## src/rtl/alu_carry_pipe.sv

```systemverilog
// Purpose : two-level carry-lookahead adder back end; turns per-bit g/p plus cin into sum, cout, ovf, zero.
// Latency : 2 cycles. Input captured at edge N+1 is visible on out_valid after edge N+2 (S1 group terms, S2 carries).
// Backpres: valid/ready on both sides; a stalled stage holds its data; out_ready -> in_ready is the only comb path.
//
// Ports:
//   clk, rst_n            rising-edge clock, synchronous active-low reset
//   in_valid / in_ready   input handshake for g, p, cin
//   g, p [WIDTH]          per-bit generate / propagate (p doubles as the half sum a^b)
//   cin                   carry into bit 0
//   out_valid / out_ready output handshake for sum, cout, ovf, zero
//   sum [WIDTH]           p ^ carries
//   cout, ovf, zero       carry out, signed overflow (c[W]^c[W-1]), sum==0
module alu_carry_pipe #(
   parameter int WIDTH = 8,
   parameter int GROUP = 4
) (
   input  logic             clk,
   input  logic             rst_n,
   input  logic             in_valid,
   output logic             in_ready,
   input  logic [WIDTH-1:0] g,
   input  logic [WIDTH-1:0] p,
   input  logic             cin,
   output logic             out_valid,
   input  logic             out_ready,
   output logic [WIDTH-1:0] sum,
   output logic             cout,
   output logic             ovf,
   output logic             zero
);

   localparam int NGRP = WIDTH / GROUP;

   generate
      if (WIDTH % GROUP != 0) begin : g_param_chk
         $error("alu_carry_pipe: WIDTH must be a multiple of GROUP");
      end
   endgenerate

   // Everything S2 needs to finish the carry tree, captured together.
   typedef struct packed {
      logic [WIDTH-1:0] g;
      logic [WIDTH-1:0] p;
      logic             cin;
      logic [NGRP-1:0]  gg;
      logic [NGRP-1:0]  gp;
   } s1_t;

   s1_t             s1_q;
   logic            s1_vld;
   logic            s2_vld;
   logic            adv1;
   logic            adv2;
   logic [NGRP-1:0] gg_c;
   logic [NGRP-1:0] gp_c;
   logic [NGRP:0]   cg;
   logic [WIDTH:0]  c;
   logic [WIDTH-1:0] sum_d;

   // S2 may load when it is empty or its result leaves this cycle; S1 likewise behind S2.
   assign adv2      = !s2_vld || out_ready;
   assign adv1      = !s1_vld || adv2;
   assign in_ready  = adv1;
   assign out_valid = s2_vld;

   // Group generate/propagate. Walking the group from its low bit upward folds
   // "g[j] AND every p above j" into a running term.
   always_comb begin
      gg_c = '0;
      gp_c = '1;
      for (int k = 0; k < NGRP; k++) begin
         for (int j = 0; j < GROUP; j++) begin
            gg_c[k] = g[k*GROUP+j] | (p[k*GROUP+j] & gg_c[k]);
            gp_c[k] = gp_c[k] & p[k*GROUP+j];
         end
      end
   end

   always_ff @(posedge clk) begin
      if (!rst_n) begin
         s1_vld <= 1'b0;
         s1_q   <= '0;
      end else if (adv1) begin
         s1_vld <= in_valid;
         if (in_valid) begin
            s1_q <= '{g: g, p: p, cin: cin, gg: gg_c, gp: gp_c};
         end
      end
   end

   // Group carries first, then each group ripples internally from its own
   // group carry-in, so no bit chain is longer than GROUP.
   always_comb begin
      cg    = '0;
      c     = '0;
      cg[0] = s1_q.cin;
      for (int k = 0; k < NGRP; k++) begin
         cg[k+1] = s1_q.gg[k] | (s1_q.gp[k] & cg[k]);
      end
      for (int k = 0; k < NGRP; k++) begin
         c[k*GROUP] = cg[k];
         for (int j = 0; j < GROUP; j++) begin
            c[k*GROUP+j+1] = s1_q.g[k*GROUP+j] | (s1_q.p[k*GROUP+j] & c[k*GROUP+j]);
         end
      end
      // Final carry comes from the lookahead tree rather than the last ripple.
      c[WIDTH] = cg[NGRP];
   end

   assign sum_d = s1_q.p ^ c[WIDTH-1:0];

   always_ff @(posedge clk) begin
      if (!rst_n) begin
         s2_vld <= 1'b0;
         sum    <= '0;
         cout   <= 1'b0;
         ovf    <= 1'b0;
         zero   <= 1'b0;
      end else if (adv2) begin
         s2_vld <= s1_vld;
         if (s1_vld) begin
            sum  <= sum_d;
            cout <= c[WIDTH];
            ovf  <= c[WIDTH] ^ c[WIDTH-1];
            zero <= (sum_d == '0);
         end
      end
   end

endmodule
```

## config.mk

```make
export PLATFORM = sky130hd
export DESIGN_NAME = alu_carry_pipe
export DESIGN_NICKNAME = d
export VERILOG_FILES = /design/src/rtl/alu_carry_pipe.sv
export SDC_FILE = /design/constraint.sdc
export NUM_CORES = 1
export LEC_CHECK = 0
export ABC_AREA = 1
export CAP_MARGIN = 10
export CORE_MARGIN = 8
export CORE_UTILIZATION = 52
export DETAILED_ROUTE_END_ITERATION = 6
export PLACE_DENSITY = 0.83
export REMOVE_ABC_BUFFERS = 1
export SLEW_MARGIN = 20
export SYNTH_ARGS = -nofsm -noshare
export SYNTH_HDL_FRONTEND = slang
export SYNTH_SLANG_ARGS = --single-unit
```

## constraint.sdc

```tcl
create_clock -name clk -period 5.5 [get_ports clk]
set_input_delay 0.55 -clock clk [delete_from_list [all_inputs] [get_ports clk]]
set_output_delay 0.55 -clock clk [all_outputs]
set_load 0.1 [all_outputs]
```

==> run summary <==
Post-synth EDFFs - 0
H-tree Lvls - 2
vias in the first global route - 1374
crit end category - output pin
Critical Path AT - 2.34 ns
RePlAce Congestion - 0.8388
antenna violations before repair - 0
status - complete, no violations
Nets - 242
clk buf depth - 2
cell breakdown of the critical path - clkdlybuf4s50_1, inv_1, nand3_2, clkdlybuf4s50_1
Hold-fix buffers, CTS - 0
Post-CTS Resized - 0
Post-Synthesis Cells - 181
LEAKAGE - 0.8050 nW
DP Worst Slack - 2.610 ns
Synth async-reset ratio - 0%
Clock Sinks - 32
Antenna Cells - 0
WP depth - 4
Max Freq - 0.3461 GHz
die span in y - 68.49 µm
slew margin rel. - 34.57%
max cap viols - 0
Worst Hold Class - reg2reg
full die area - 4691 µm²
CP startpoint kind - input port
worst slew pin tran - 0.9784 ns
synth unique cells - 25
Remaining DRCs - 0
Yosys top cell area share - 44.72%
final WL - 3256 µm
Syn. warnings - 0
Area Overhead vs Synth - 27.95%
routed len/inst - 13.18 µm
total grt overflow - 0
layout cells sized above 1 - 10.19%
Synth Cell Area - 1433 µm²
crit path time final - 2.889 ns
WHS Path Cells - 2
number of synthesized register bits - 32
Horiz. Die Dim - 68.49 µm
CP delay by family, top - buffers and inverters
Root Driver - clkbuf_4
ys flop type - dfxtp_1
sequential cell area fraction in the yosys report - 44.72%
unrepaired setup endpoints after global routing - false
endpoint required time on the critical path - 4.95 ns
final setup fails - 0
most used cell, CP - clkdlybuf4s50_1
# IOs - 34
power density over the cells - 313.4 nW/µm²
setup ws final - 2.611 ns
largest cells by area after synthesis - dfxtp_1 45%, nor2_1 7.9%, nand2_1 6.3%
clock latency on the worst-skew pair - 0.34 ns
via count - 1294
slowest stage delay, CP - 1.15 ns
cell row count - 19
worst vdd ir - 0.0002547 V
Pins Over Slew Limit - 0
largest net degree at the start of global routing - 27
Worst path slowest cell - clkdlybuf4s50_1
most common cell in the netlist - dfxtp_1
CP max FO - 3
crit path buf inv count - 3
Inserted Clock Buffers - 5
CTS tree - done
Via-to-Cell Ratio - 5.239
Initial DRC Count - 89
fin crit share - 52.53%
Fill cells - 237
endpoints failing hold - 0
Reg2Reg Depth - 12
input/output buffers - 33
clock-pin slew on the worst setup and hold paths - 0.11 ns
area leader, netlist - dfxtp_1
worst clock skew - 0.01309 ns
hpwl dp - 2400 µm
Mapped Avg Cell Area - 7.915 µm²
Core ar. - 2686 µm²
ANT nets after route - 0
global-route wire length before repair - 5595 µm
Total GRT Usage - 15.81%
1st-pass router iterations - 4
Initial Util - 53.33%
top post-synthesis cells by count - 32 x dfxtp_1, 30 x nor2_1, 24 x nand2_1
worst setup path class - in2out
setup bufs post-CTS - 0
final setup TNS - 0 ns
## cells in the final DEF, fill, tap and decap left out, drive strengths merged
| cell type | netlist | final |
|---|---|---|
| o21bai | 2 | 2 |
| a31oi | 2 | 2 |
| or2 | 4 | 4 |
| nor2 | 32 | 32 |
| dfxtp | 32 | 32 |
| nor3 | 2 | 2 |
| ha | 6 | 6 |
| clkbuf | 2 | 5 |
| o21a | 2 | 2 |
| clkdlybuf4s50 | 0 | 33 |
| clkinvlp | 0 | 1 |
| nand3b | 1 | 1 |
| clkinv | 0 | 1 |
| bufinv | 0 | 1 |
| o21ai | 24 | 24 |
| o211a | 2 | 2 |
| nand2 | 25 | 25 |
| inv | 20 | 20 |
| a21oi | 18 | 18 |
| nand3 | 3 | 3 |
## cell type report
class / count / area (µm²) / share of cell area, %
clock buffers: 5 / 37.54 / 2.048
clock inverters: 3 / 42.54 / 2.321
flip-flops and latches: 32 / 640.6 / 34.95
inverters: 20 / 77.57 / 4.232
multi-input cells: 123 / 665.6 / 36.31
repair buffers: 33 / 330.3 / 18.02
well taps: 31 / 38.79 / 2.116
## power breakdown
group	internal, mW	switching (mW)
registers	0.248	0.00903
logic	0.0460	0.0915
clock network	0.0947	0.0851
total	0.389	0.186
## cell families after synthesis
group           after synthesis  synth area share, %
buf+inv                      26                8.822
flops                        32                44.72
simple gates                 67                20.87
compound gates               50                20.35
fa+ha+maj                     6                5.240
## registers in the layout, summed over array words and instances, names as in the netlist
| name | flops |
|---|---|
| sum | 8 |
| cout | 1 |
| ovf | 1 |
| c | 1 |
| s1_q | 18 |
| s1_vld | 1 |
| zero | 1 |
| out_valid | 1 |
## worst paths after layout
path / from / to / slack, ns
max: out_ready / in_ready / 2.61
min: zero / zero / 0.49
max reg2reg: c[0] / zero / 3.38
min reg2reg: zero / zero / 0.49
## worst min-delay path, stage by stage (launching register included)
cell,delay [ns]
dfxtp_1,0.33
nand2_1,0.06
a21oi_1,0.06
## per-layer routing
metal	routed length (µm)	share of wire [%]	up-vias	track usage (%)
met5	0	0	-	0
met4	90	2.8	0	9.974
met3	189	5.8	9	4.847
met2	1583	49	32	27.76
met1	1392	43	591	15.97
li1	-	-	662	-
## through the flow
| step | cells | hold WS [ns] | power [mW] | utilization (%) | instance area, µm² |
|---|---|---|---|---|---|
| floorplan | 175 | 0.4434 | 0.3557 | - | 1384 |
| global placement | 239 | 0.4540 | 0.3970 | 65.25 | 1753 |
| detailed placement | 239 | 0.4650 | 0.3997 | 65.25 | 1753 |
| CTS | 247 | 0.4800 | 0.5772 | 68.23 | 1833 |
| global route | 247 | 0.5115 | 0.6039 | 68.23 | 1833 |
| finish | 247 | 0.4886 | 0.5745 | 68.23 | 1833 |
Note: power is estimated with default switching activity, not from simulation.
